## src/rtl/uart_tx_pkg.sv

```systemverilog
// uart_tx_pkg: shared definitions for the UART transmit framer.
//   - tx_state_e : frame FSM states; the state names the bit currently on the line
//   - START_BIT / STOP_BIT / IDLE_LEVEL : serial line levels
//   - DATA_WIDTH_DEF : default payload width
package uart_tx_pkg;

  localparam int DATA_WIDTH_DEF = 8;

  localparam logic START_BIT  = 1'b0;
  localparam logic STOP_BIT   = 1'b1;
  localparam logic IDLE_LEVEL = 1'b1;

  typedef enum logic [2:0] {
    IDLE   = 3'd0,
    START  = 3'd1,
    DATA   = 3'd2,
    PARITY = 3'd3,
    STOP   = 3'd4
  } tx_state_e;

endpackage

```

## src/rtl/uart_tx_serializer.sv

```systemverilog
// uart_tx_serializer: payload shift register and bit counter.
//   clk_i, rst_i   : clock, synchronous active-high reset
//   load_i         : capture data_i, clear counter
//   shift_en_i     : shift right by one, advance counter
//   data_i         : parallel payload
//   bit0_o         : current LSB of the shift register
//   bit1_o         : bit that becomes the LSB after the next shift
//   done_o         : counter has reached the last payload bit
module uart_tx_serializer #(
  parameter int DATA_WIDTH = 8
) (
  input  logic                  clk_i,
  input  logic                  rst_i,
  input  logic                  load_i,
  input  logic                  shift_en_i,
  input  logic [DATA_WIDTH-1:0] data_i,
  output logic                  bit0_o,
  output logic                  bit1_o,
  output logic                  done_o
);

  localparam int CW = $clog2(DATA_WIDTH);

  logic [DATA_WIDTH-1:0] shift_q, shift_d;
  logic [CW-1:0]         cnt_q, cnt_d;

  always_comb begin
    shift_d = shift_q;
    cnt_d   = cnt_q;
    if (load_i) begin
      shift_d = data_i;
      cnt_d   = '0;
    end else if (shift_en_i) begin
      shift_d = {1'b0, shift_q[DATA_WIDTH-1:1]};
      cnt_d   = cnt_q + 1'b1;
    end
  end

  always_ff @(posedge clk_i) begin
    if (rst_i) begin
      shift_q <= '0;
      cnt_q   <= '0;
    end else begin
      shift_q <= shift_d;
      cnt_q   <= cnt_d;
    end
  end

  assign bit0_o = shift_q[0];
  assign bit1_o = shift_q[1];
  assign done_o = (cnt_q == CW'(DATA_WIDTH - 1));

endmodule

```

## src/rtl/uart_tx_frame.sv

```systemverilog
// uart_tx_frame: UART transmit framer, one bit per CLK (baud clock).
// Frame: start bit, DATA_WIDTH data bits LSB-first, optional parity, stop bit.
//   CLK, RST    : baud clock, synchronous active-high reset
//   P_DATA      : payload, captured on accept (DATA_VALID in IDLE)
//   DATA_VALID  : request strobe, only honoured in IDLE
//   PAR_EN      : parity slot enable, latched on accept
//   par_bit     : parity from the upstream parity calculator
//   TX_OUT      : registered serial line, idles high
//   busy        : registered, high for every non-IDLE state
module uart_tx_frame
  import uart_tx_pkg::*;
#(
  parameter int DATA_WIDTH = DATA_WIDTH_DEF
) (
  input  logic                  CLK,
  input  logic                  RST,
  input  logic [DATA_WIDTH-1:0] P_DATA,
  input  logic                  DATA_VALID,
  input  logic                  PAR_EN,
  input  logic                  par_bit,
  output logic                  TX_OUT,
  output logic                  busy
);

  tx_state_e state_q, state_d;
  logic      par_en_q, par_en_d;
  logic      tx_q, tx_d;
  logic      busy_q;
  logic      load, shift_en;
  logic      bit0, bit1, done;

  uart_tx_serializer #(.DATA_WIDTH(DATA_WIDTH)) u_ser (
    .clk_i      (CLK),
    .rst_i      (RST),
    .load_i     (load),
    .shift_en_i (shift_en),
    .data_i     (P_DATA),
    .bit0_o     (bit0),
    .bit1_o     (bit1),
    .done_o     (done)
  );

  // TX_OUT and busy are registered from the next state, so the line level
  // always matches the state register on the same edge.
  always_comb begin
    state_d  = state_q;
    par_en_d = par_en_q;
    tx_d     = IDLE_LEVEL;
    load     = 1'b0;
    shift_en = 1'b0;
    unique case (state_q)
      IDLE: begin
        if (DATA_VALID) begin
          load     = 1'b1;
          par_en_d = PAR_EN;
          state_d  = START;
          tx_d     = START_BIT;
        end
      end
      START: begin
        state_d = DATA;
        tx_d    = bit0;
      end
      DATA: begin
        if (done) begin
          // par_bit comes from a byte frozen by busy, so it is already
          // valid on the edge that enters the parity slot.
          state_d = par_en_q ? PARITY : STOP;
          tx_d    = par_en_q ? par_bit : STOP_BIT;
        end else begin
          shift_en = 1'b1;
          tx_d     = bit1;
        end
      end
      PARITY: begin
        state_d = STOP;
        tx_d    = STOP_BIT;
      end
      STOP: begin
        state_d = IDLE;
        tx_d    = IDLE_LEVEL;
      end
      default: begin
        state_d = IDLE;
        tx_d    = IDLE_LEVEL;
      end
    endcase
  end

  always_ff @(posedge CLK) begin
    if (RST) begin
      state_q  <= IDLE;
      par_en_q <= 1'b0;
      tx_q     <= IDLE_LEVEL;
      busy_q   <= 1'b0;
    end else begin
      state_q  <= state_d;
      par_en_q <= par_en_d;
      tx_q     <= tx_d;
      busy_q   <= (state_d != IDLE);
    end
  end

  assign TX_OUT = tx_q;
  assign busy   = busy_q;

endmodule

```

## config.mk

```make
export PLATFORM = sky130hd
export DESIGN_NAME = uart_tx_frame
export DESIGN_NICKNAME = d
export VERILOG_FILES = /design/src/rtl/uart_tx_pkg.sv /design/src/rtl/uart_tx_serializer.sv /design/src/rtl/uart_tx_frame.sv
export SDC_FILE = /design/constraint.sdc
export NUM_CORES = 1
export LEC_CHECK = 0
export BUFFER_PORTS_ARGS = -buffer_cell sky130_fd_sc_hd__buf_2
export CELL_PAD_IN_SITES_DETAIL_PLACEMENT = 1
export CELL_PAD_IN_SITES_GLOBAL_PLACEMENT = 2
export CORE_MARGIN = 3
export CORE_UTILIZATION = 32
export CTS_CLUSTER_SIZE = 14
export DETAILED_ROUTE_END_ITERATION = 6
export GPL_TIMING_DRIVEN = 1
export MAX_ROUTING_LAYER = met4
export PLACE_DENSITY = 0.8
export SETUP_SLACK_MARGIN = 0.15
export SLEW_MARGIN = 20
export SYNTH_ARGS = -nofsm -noshare
export SYNTH_HDL_FRONTEND = slang
export SYNTH_SLANG_ARGS = --single-unit
```

## constraint.sdc

```tcl
create_clock -name CLK -period 2.25 [get_ports CLK]
set_input_delay 0.45 -clock CLK [delete_from_list [all_inputs] [get_ports CLK]]
set_output_delay 0.45 -clock CLK [all_outputs]
set_load 0.01 [all_outputs]
```

==> results of run 1 <==
## layout make-up
type | instances | area [µm²]
Multi-Input combinational cell | 63 | 441.7
Timing Repair Buffer | 15 | 77.57
Clock buffer | 4 | 26.28
Sequential cell | 17 | 340.3
Tap cell | 28 | 35.03
Inverter | 1 | 3.754
Fill cell | 300 | 1415
## cells in the mapped netlist
master	number	share of area [%]
dfxtp_1	17	41
nand2_1	16	7.3
nor2_1	13	5.9
a311oi_2	4	7.3
mux2i_1	4	4.8
nand2b_1	4	3.0
a21oi_1	2	1.2
a311oi_1	2	2.1
buf_6	2	2.7
ha_1	2	3.0
o22ai_1	2	1.5
a211oi_4	1	2.4
a21boi_0	1	0.91
a31oi_1	1	0.76
buf_4	1	0.91
clkbuf_1	1	0.45
clkbuf_4	1	0.91
inv_1	1	0.45
mux2_1	1	1.4
nand2b_4	1	1.7
nand3_1	1	0.60
nor2b_1	1	0.76
nor3_2	1	1.2
nor4_1	1	0.76
nor4b_4	1	2.9
o311ai_1	1	1.1
o31a_1	1	1.1
or2_2	1	0.76
xnor2_1	1	1.1
## sequential cells by signal, summed over array words and instances (netlist names)
name           count
TX_OUT             1
u_ser.shift_q      8
par_en_q           1
u_ser.cnt_q        3
busy               1
state_q            3
## power groups by stage
stage	clock network, mW	registers, mW	logic, mW
2_1_floorplan	0	0.344	0.101
3_3_place_gp	0	0.352	0.116
3_5_place_dp	0	0.353	0.118
4_1_cts	0.172	0.346	0.119
5_1_grt	0.191	0.350	0.133
6_report	0.165	0.346	0.117
## per-layer routing
metal | vias to the layer above | track usage [%] | wire [µm]
met3 | 2 | 4.138 | 67
met2 | 10 | 17.16 | 768
met5 | - | - | 0
li1 | 331 | - | -
met1 | 299 | 17.54 | 855
met4 | 0 | 3.974 | 20
## per-stage QoR
step / utilization [%] / std cells / power [mW] / hold WS [ns] / instance area [µm²]
finish: 39.52 / 128 / 0.6285 / 0.4001 / 924.6
global placement: 38.40 / 124 / 0.4681 / 0.4579 / 898.4
CTS: 39.52 / 128 / 0.6375 / 0.3865 / 924.6
detailed placement: 38.40 / 124 / 0.4710 / 0.4630 / 898.4
global route: 39.52 / 128 / 0.6745 / 0.3792 / 924.6
floorplan: - / 86 / 0.4451 / 0.4460 / 827.0
## worst paths after layout
path              slack, ns  depth (start not counted)               end              from
setup / recovery       0.37                          6  u_ser.shift_q[0]    u_ser.cnt_q[0]
hold / removal         0.40                          3          par_en_q            PAR_EN
setup reg to reg       0.37                          6  u_ser.shift_q[0]    u_ser.cnt_q[0]
hold reg to reg        0.48                          2  u_ser.shift_q[7]  u_ser.shift_q[7]
## cell families (layout without fill, tap and decap cells)
family                     Yosys count  count (layout)  synth area share, %
AOI/OAI and AO/OA                   15              15                18.31
xor gates and xnor gates             1               1                1.059
adders and majority gates            2               2                3.025
buffers and inverters                6              20                5.446
DFF                                 17              17                41.15
muxes                                5               5                6.203
and+or+nand+nor                     40              40                24.81
## worst max-delay path, delay by kind of cell (launching register included)
family | cells | cell delay (ns)
fa+ha+maj | 2 | 0.46
mux | 2 | 0.49
flops | 1 | 0.34
simple gates | 2 | 0.48
==> key figures, run 1 <==
Synth
  – Yosys Warn Count: 0
  – Avg Inst Size Synth: 9.617 µm²
  – Post-synth design cell area: 827.0 µm²
  – Yosys cell types: 29
  – Syn nets: 101
  – Post-synthesis sequential area ratio: 41.15%
  – #FFs+latches synth: 17
  – Post-Syn Instances: 86

Pwr
  – Comb power frac: 18.7%
  – VDD IR max: 317.3 µV
  – PD cells: 679.8 nW/µm²
  – Pleak: 0.3549 nW
  – Seq pwr share: 55.1%
  – Clock power share: 26.2%
  – Internal power: 0.4499 mW
  – Net Switching: 0.1786 mW
  – Switching power share of the total: 28.41%

Clock network
  – Number of H-tree levels: 1
  – CTS tree: yes
  – Clock root cell: clkbuf_4
  – Latest clock arrival within the worst-skew pair: 0.29 ns
  – CTS sink count: 17
  – Post-CTS sizing: 0
  – Worst-path clk slew: 0.10 ns
  – Post-CTS setup buffers: 0
  – Clk buf depth: 2
  – Hold-fix buffers, CTS: 0
  – Total CTS buffers: 3

GRT
  – Vias in the first global route: 635
  – GR Util All Layers: 12.63%
  – First-pass GRT wire length: 2.994 mm
  – Grt ovf: 0
  – Initial antenna violation count: 0
  – Pin count of the biggest net entering global routing: 14

Critical path
  – Worst path arrival time: 2.06 ns
  – Setup crit start kind: register
  – Crit-path max FO: 6
  – Slowest CP cell: nor4b_4
  – Critical path class: register to register
  – Crit path cell chain: ha_1, ha_1, nor4b_4, mux2_1, mux2i_1, nor2_1
  – Crit. End Element: register
  – Crit path largest cell delay: 0.43 ns
  – Crit path top cell by count: ha_1
  – CP Data Required Time: 2.43 ns

Placed design
  – GP Congestion: 0.6921
  – HPWL after DPL: 1.273 mm
  – IO Port Bufs: 14
  – DP Worst Slack: 0.3605 ns

Timing
  – Period utilisation layout: 83.66%
  – PnR worst setup slack: 0.3677 ns
  – RSZ-0062 raised after global routing: no
  – Slew @ Worst Pin: 0.5403 ns
  – Achievable Freq: 0.5313 GHz
  – Total Negative Setup Slacks: 0 ns
  – Slew Viols, Final: 0
  – # setup viols final: 0
  – Worst Clk Skew: 0.003496 ns
  – Max-slew headroom: 63.90%
  – Final Critical Period: 1.882 ns
  – Hold Violations, Final: 0

Layout
  – Area Overhead vs Synth: 11.80%
  – ANT cells: 0
  – Leading cell type in the layout, fill and taps excluded: dfxtp_1
  – Commonest non-fill, non-tap cells in the layout: dfxtp_1 (17), nand2_1 (16), buf_2 (14)
  – Total Nets Final: 116
  – Share of cells above drive strength 1: 27.00%

Floorplan
  – Die ar.: 3231 µm²
  – Die Wd: 56.84 µm
  – Core ar.: 2340 µm²
  – Starting Density: 35.35%
  – Die H: 56.84 µm
  – IO Count: 15
  – Placement Rows: 17

Route
  – Via/cell ratio: 5.016
  – Pre-Repair DR Iteration Count: 2
  – Initial DRC Count: 10
  – Final wirelength: 1.711 mm
  – DRC Markers: 0
  – Avg WL per Cell: 13.37 µm
  – Via total after detailed routing: 642
  – Final antenna-violating net count: 0

Hold path
  – Hold WC Path Type: input pin to register

Status
  – Outcome: finished clean

Job
  – Max-Cap Viols: 0
Power figures use the tool's default switching activity.
==> inputs of run 2 (changes only) <==
Settings changed: CORE_UTILIZATION 32 to 29, PLACE_DENSITY 0.8 to 0.76.
Clock period 2.25 ns to 1.7 ns, I/O delays scaled along.
==> run 2 against run 1 <==
Effect of this change: combinational power rose by 89%; register-to-register slack got worse by 0.28 ns; clock skew rose by 0.0046 ns; die area rose by 9.2%; sequential power rose by 33%; count of clock-buffer cells in the layout did not move; first-iteration DRC count fell by 10%; non-clock buffer count rose by 13; final cell count rose by 12%; utilization rose by 2.7 points; maximum frequency rose by 17%; largest cell class unchanged; largest power group unchanged.
==> key figures, run 2 (same netlist as run 1, synthesis figures left out) <==
Status
  – Outcome: finished clean

Layout
  – Total Nets Final: 129 (+11%)
  – Register with the most flip-flops: u_ser.shift_q
  – Final cell count without fillers: 143 (+12%)
  – Top Registers: u_ser.shift_q: 8 flops, state_q: 3 flops, u_ser.cnt_q: 3 flops
  – Share of cells above drive strength 1: 42.48% (+15 points)
  – Commonest non-fill, non-tap cells in the layout: nand2_1 (16), dfxtp_1 (14), buf_2 (14)
  – Leading cell type in the layout, fill and taps excluded: nand2_1
  – Area Overhead vs Synth: 32.22%
  – ANT cells: 0 (unchanged)
  – Max FFs per register: 8 (unchanged)

Timing
  – Final Critical Period: 1.612 ns (-0.2700 ns)
  – Max-slew headroom: 69.62% (+5.7 points)
  – Period utilisation layout: 94.84% (+11 points)
  – Hold Violations, Final: 0 (unchanged)
  – Total Negative Setup Slacks: 0 ns (unchanged)
  – Achievable Freq: 0.6203 GHz (+17%)
  – RSZ-0062 raised after global routing: yes
  – Slew Viols, Final: 0 (unchanged)
  – Slew @ Worst Pin: 0.4551 ns (-0.08520 ns)
  – Worst Clk Skew: 0.008060 ns (+0.004563 ns)
  – PnR worst setup slack: 0.08778 ns (-0.2800 ns)
  – # setup viols final: 0 (unchanged)

Critical path
  – WP buf/inv: 3 (+3)
  – Slowest CP cell: dfxtp_2
  – Crit path largest cell delay: 0.35 ns (-0.08 ns)
  – CP Data Required Time: 1.88 ns (-0.55 ns)
  – Crit path cell chain: ha_4, ha_4, nand2b_4, a211oi_4, buf_12, buf_4, buf_4, a311oi_2
  – Setup crit start kind: register
  – Crit-path max FO: 12 (+6)
  – Worst path arrival time: 1.79 ns (-0.27 ns)
  – Cell family with most CP delay: buffers and inverters
  – Crit. End Element: register
  – Critical path class: register to register

GRT
  – Gr busiest metal: met2
  – GR Util All Layers: 13.13% (+0.50 points)
  – GR Util met2: 20.75% (+3.6 points)
  – Pin count of the biggest net entering global routing: 14 (unchanged)
  – Initial antenna violation count: 0 (unchanged)
  – First-pass GRT wire length: 3.332 mm (+11%)
  – GR Layer Usage met3: 1.961% (-2.2 points)
  – Grt ovf: 0 (unchanged)
  – Met1 usage: 15.62% (-1.9 points)
  – Vias in the first global route: 750 (+18%)

Placed design
  – IO Port Bufs: 14 (unchanged)
  – DP Worst Slack: 0.07559 ns (-0.2849 ns)
  – Cells after DPL: 130 (+4.8%)
  – HPWL after DPL: 1.340 mm (+5.3%)
  – GP Congestion: 0.6900 (-0.30%)

Route
  – Avg WL per Cell: 13.69 µm (+2.4%)
  – Final antenna-violating net count: 0 (unchanged)
  – Pre-Repair DR Iteration Count: 3 (+1)
  – Via total after detailed routing: 708 (+10%)
  – Via/cell ratio: 4.951 (-1.3%)
  – DRC Markers: 0 (unchanged)
  – Initial DRC Count: 9 (-1)
  – Final wirelength: 1.958 mm (+14%)

Floorplan
  – Die H: 59.40 µm (+4.5%)
  – Placement Rows: 18 (+1)
  – IO Count: 15 (unchanged)
  – Core ar.: 2590 µm² (+11%)
  – Starting Density: 31.93% (-3.4 points)
  – Die Wd: 59.40 µm (+4.5%)
  – Die ar.: 3528 µm² (+9.2%)

Clock network
  – Clk buf depth: 2 (unchanged)
  – CTS tree: yes
  – Latest clock arrival within the worst-skew pair: 0.30 ns (about the same)
  – Clock root cell: clkbuf_4
  – Worst-path clk slew: 0.10 ns (about the same)
  – Total CTS buffers: 3 (unchanged)
  – Hold-fix buffers, CTS: 0 (unchanged)
  – CTS sink count: 17 (unchanged)
  – Number of H-tree levels: 1 (unchanged)

Pwr
  – Pwr Total: 0.9050 mW (+44%)
  – PD cells: 827.6 nW/µm² (+22%)
  – Pleak: 0.4238 nW (+19%)
  – VDD IR max: 359.0 µV (+13%)

Job
  – Max-Cap Viols: 0 (unchanged)

Hold path
  – Hold WC Path Type: input pin to register
## run 2: final timing paths
check	startpoint	endpoint	slack [ns]	depth (start not counted)
max	u_ser.cnt_q[1]	u_ser.shift_q[6]	0.09	8
min	PAR_EN	par_en_q	0.27	3
max reg2reg	u_ser.cnt_q[1]	u_ser.shift_q[6]	0.09	8
min reg2reg	u_ser.shift_q[7]	u_ser.shift_q[7]	0.47	2
## run 2: routing by layer
| layer | routed length (µm) | up-vias |
|---|---|---|
| met4 | 37 | 0 |
| met1 | 908 | 338 |
| met2 | 950 | 10 |
| li1 | - | 356 |
| met5 | 0 | - |
| met3 | 61 | 4 |
## run 2: repair_timing
action / in CTS / in global routing
setup buffers: 5 / 4
pin swaps: 2 / 2
gates resized for setup: 1 / 5
setup endpoints to repair: 7 / 12
hold endpoints to repair: 0 / 0
## run 2: layout make-up
type / instances / area (µm²)
multi-input combinational: 63 / 490.5
sequential: 17 / 344.1
fill: 299 / 1496
tap: 30 / 37.54
timing repair buffer: 28 / 191.4
clock buffer: 4 / 26.28
inverter: 1 / 3.754
## run 2: stage by stage
step	util, %	area [µm²]	hold slack [ns]
3_5_place_dp	37.49	970.9	0.4627
3_3_place_gp	37.49	970.9	0.4565
6_report	42.22	1094	0.2736
2_1_floorplan	-	854.6	0.4460
4_1_cts	40.10	1039	0.2640
5_1_grt	42.22	1094	0.2809
## run 2: power by group
part	leakage [nW]	total (mW)	switching (mW)	internal, mW
combinational	0.268	0.221	0.0984	0.123
sequential	0.141	0.461	0.0294	0.431
clock	0.0150	0.223	0.131	0.0915
total	0.424	0.905	0.259	0.646
## run 2: worst register-to-register path, stage by stage (launching register included)
cell,delay [ns]
dfxtp_2,0.35
ha_4,0.16
ha_4,0.17
nand2b_4,0.14
a211oi_4,0.23
buf_12,0.16
buf_4,0.11
buf_4,0.09
a311oi_2,0.07
==> inputs of run 3 (changes only) <==
Settings changed: REMOVE_ABC_BUFFERS set to 1.
==> run 3 against run 2 <==
Effect of this change: cell area is 2.2% higher; worst hold slack lost 0.0048 ns; sequential cell count did not move; critical endpoint is now u_ser.shift_q[1].
==> key figures, run 3 (same netlist as run 1, synthesis figures left out) <==
Clock network
  – Total CTS buffers: 3 (unchanged)
  – Clk buf depth: 2 (unchanged)
  – Number of H-tree levels: 1 (unchanged)
  – CTS tree: yes
  – Hold-fix buffers, CTS: 0 (unchanged)
  – Clock root cell: clkbuf_4
  – Worst-path clk slew: 0.10 ns (about the same)
  – CTS sink count: 17 (unchanged)
  – Latest clock arrival within the worst-skew pair: 0.31 ns (about the same)

GRT
  – GR Util met2: 21.22% (+0.47 points)
  – GR Util All Layers: 13.79% (+0.66 points)
  – Gr busiest metal: met2
  – Pin count of the biggest net entering global routing: 13 (-1)
  – First-pass GRT wire length: 3.443 mm (+3.3%)
  – Initial antenna violation count: 0 (unchanged)
  – Met1 usage: 16.71% (+1.1 points)
  – GR Layer Usage met3: 3.268% (+1.3 points)
  – Vias in the first global route: 730 (-2.7%)
  – Grt ovf: 0 (unchanged)

Critical path
  – Critical path class: register to register
  – CP Capture Point: u_ser.shift_q[1]
  – Worst path arrival time: 1.87 ns (+0.08 ns)
  – Worst flop-to-flop path startpoint: u_ser.cnt_q[0]
  – Crit. Startpoint: u_ser.cnt_q[0]
  – Crit. End Element: register
  – Setup crit start kind: register
  – Reg2Reg Depth: 8 (unchanged)
  – CP Data Required Time: 1.92 ns (+0.04 ns)
  – R2r endpoint: u_ser.shift_q[1]
  – Crit-path max FO: 5 (-7)
  – Reg-to-reg slack, setup: 0.05 ns (-0.03 ns)

Layout
  – ANT cells: 0 (unchanged)
  – Max FFs per register: 8 (unchanged)
  – Register with the most flip-flops: u_ser.shift_q
  – Area Overhead vs Synth: 35.10%
  – Commonest non-fill, non-tap cells in the layout: nand2_1 (16), dfxtp_1 (15), buf_2 (14)
  – Leading cell type in the layout, fill and taps excluded: nand2_1
  – Design area: 1117 µm² (+2.2%)
  – Share of cells above drive strength 1: 43.75% (+1.3 points)
  – Top Registers: u_ser.shift_q: 8 flops, state_q: 3 flops, u_ser.cnt_q: 3 flops
  – Filler cell count: 288 (-3.7%)
  – Total Nets Final: 128 (-0.78%)

Pwr
  – VDD IR max: 488.3 µV (+36%)
  – Pleak: 0.4360 nW (+2.9%)
  – PD cells: 835.1 nW/µm² (+0.91%)

Timing
  – Final Critical Period: 1.645 ns (+0.03297 ns)
  – Period utilisation layout: 96.78% (+1.9 points)
  – PnR worst setup slack: 0.05481 ns (-0.03297 ns)
  – Slew Viols, Final: 0 (unchanged)
  – Max-slew headroom: 74.89% (+5.3 points)
  – Worst Clk Skew: 0.003432 ns (-0.004627 ns)
  – # setup viols final: 0 (unchanged)
  – Hold Violations, Final: 0 (unchanged)
  – RSZ-0062 raised after global routing: yes
  – Slew @ Worst Pin: 0.3747 ns (-0.08047 ns)
  – Achievable Freq: 0.6078 GHz (-2.0%)

Placed design
  – Placement Cell Area: 965.9 µm² (-0.52%)
  – HPWL after DPL: 1.367 mm (+2.0%)
  – DP Worst Slack: -0.03374 ns (-0.1093 ns)
  – GP Congestion: 0.6831 (-1.0%)
  – IO Port Bufs: 14 (unchanged)

Route
  – Via total after detailed routing: 708 (unchanged)
  – Final wirelength: 2.031 mm (+3.7%)
  – Via/cell ratio: 4.986 (+0.70%)
  – Avg WL per Cell: 14.30 µm (+4.5%)
  – Initial DRC Count: 9 (unchanged)
  – DRC Markers: 0 (unchanged)
  – Pre-Repair DR Iteration Count: 4 (+1)
  – Final antenna-violating net count: 0 (unchanged)

Floorplan
  – Die H: 59.40 µm (unchanged)
  – IO Count: 15 (unchanged)
  – Starting Density: 31.93% (unchanged)
  – Die Wd: 59.40 µm (unchanged)
  – Placement Rows: 18 (unchanged)
  – Core ar.: 2590 µm² (unchanged)
  – Die ar.: 3528 µm² (unchanged)

Hold path
  – Hold path depth: 3 (unchanged)
  – Hold WC Path Type: input pin to register

Job
  – Max-Cap Viols: 0 (unchanged)

Status
  – Outcome: finished clean
-- run 3: worst min-delay path by stage --
stage	endpoint	start	slack [ns]
after global routing	u_ser.shift_q[7]	P_DATA[7]	0.28
after floorplan	u_ser.shift_q[3]	RST	0.41
after CTS	u_ser.shift_q[7]	P_DATA[7]	0.26
after global placement	u_ser.shift_q[7]	u_ser.shift_q[7]	0.46
final	u_ser.shift_q[0]	P_DATA[0]	0.27
after detailed placement	u_ser.shift_q[7]	u_ser.shift_q[7]	0.46
-- run 3: layer usage --
metal | vias up | part of all wire, %
met1 | 340 | 46
li1 | 351 | -
met3 | 4 | 3.5
met5 | - | 0
met4 | 0 | 2.2
met2 | 13 | 48
-- run 3: metrics by stage --
step / TNS [ns] / cells / hold WS [ns] / util [%] / power [mW]
CTS: 0 / 142 / 0.2564 / 42.03 / 0.9274
global placement: 0 / 133 / 0.4610 / 37.29 / 0.6425
finish: 0 / 142 / 0.2687 / 43.14 / 0.9331
detailed placement: -0.08678 / 133 / 0.4626 / 37.29 / 0.6497
floorplan: -0.5301 / 81 / 0.4079 / - / 0.5697
global route: -0.06399 / 142 / 0.2832 / 43.14 / 0.9857
-- run 3: area by class of cell --
type                    count  area [µm²]  area share [%]
clock inverters             1       5.005          0.4479
multi-input cells          63       494.2           44.23
well taps                  30       37.54           3.359
flip-flops and latches     17       342.8           30.68
repair buffers             27       211.5           18.93
clock buffers               3       22.52           2.016
inverters                   1       3.754          0.3359
-- run 3: worst max-delay path, cell delays in order, from the launching register on --
cell and delay (ns):
dfxtp_2 0.35, ha_4 0.16, ha_4 0.17, nand2b_4 0.14
a211oi_4 0.23, buf_4 0.16, buf_12 0.10, nor2_2 0.04
a311oi_2 0.20
-- run 3: power by group --
group          leakage, nW  switching, mW  internal, mW  total (mW)
Sequential           0.141         0.0284         0.431       0.459
Combinational        0.277          0.109         0.137       0.247
Clock               0.0177          0.139        0.0881       0.227
-- run 3: timing repair --
action / CTS / global route
setup endpoints to repair: 10 / 8
cloned: 1 / 0
pin swaps: 8 / 0
endpoints found under the hold margin: 0 / 0
gates resized for setup: 10 / 6
setup buffers: 4 / 0
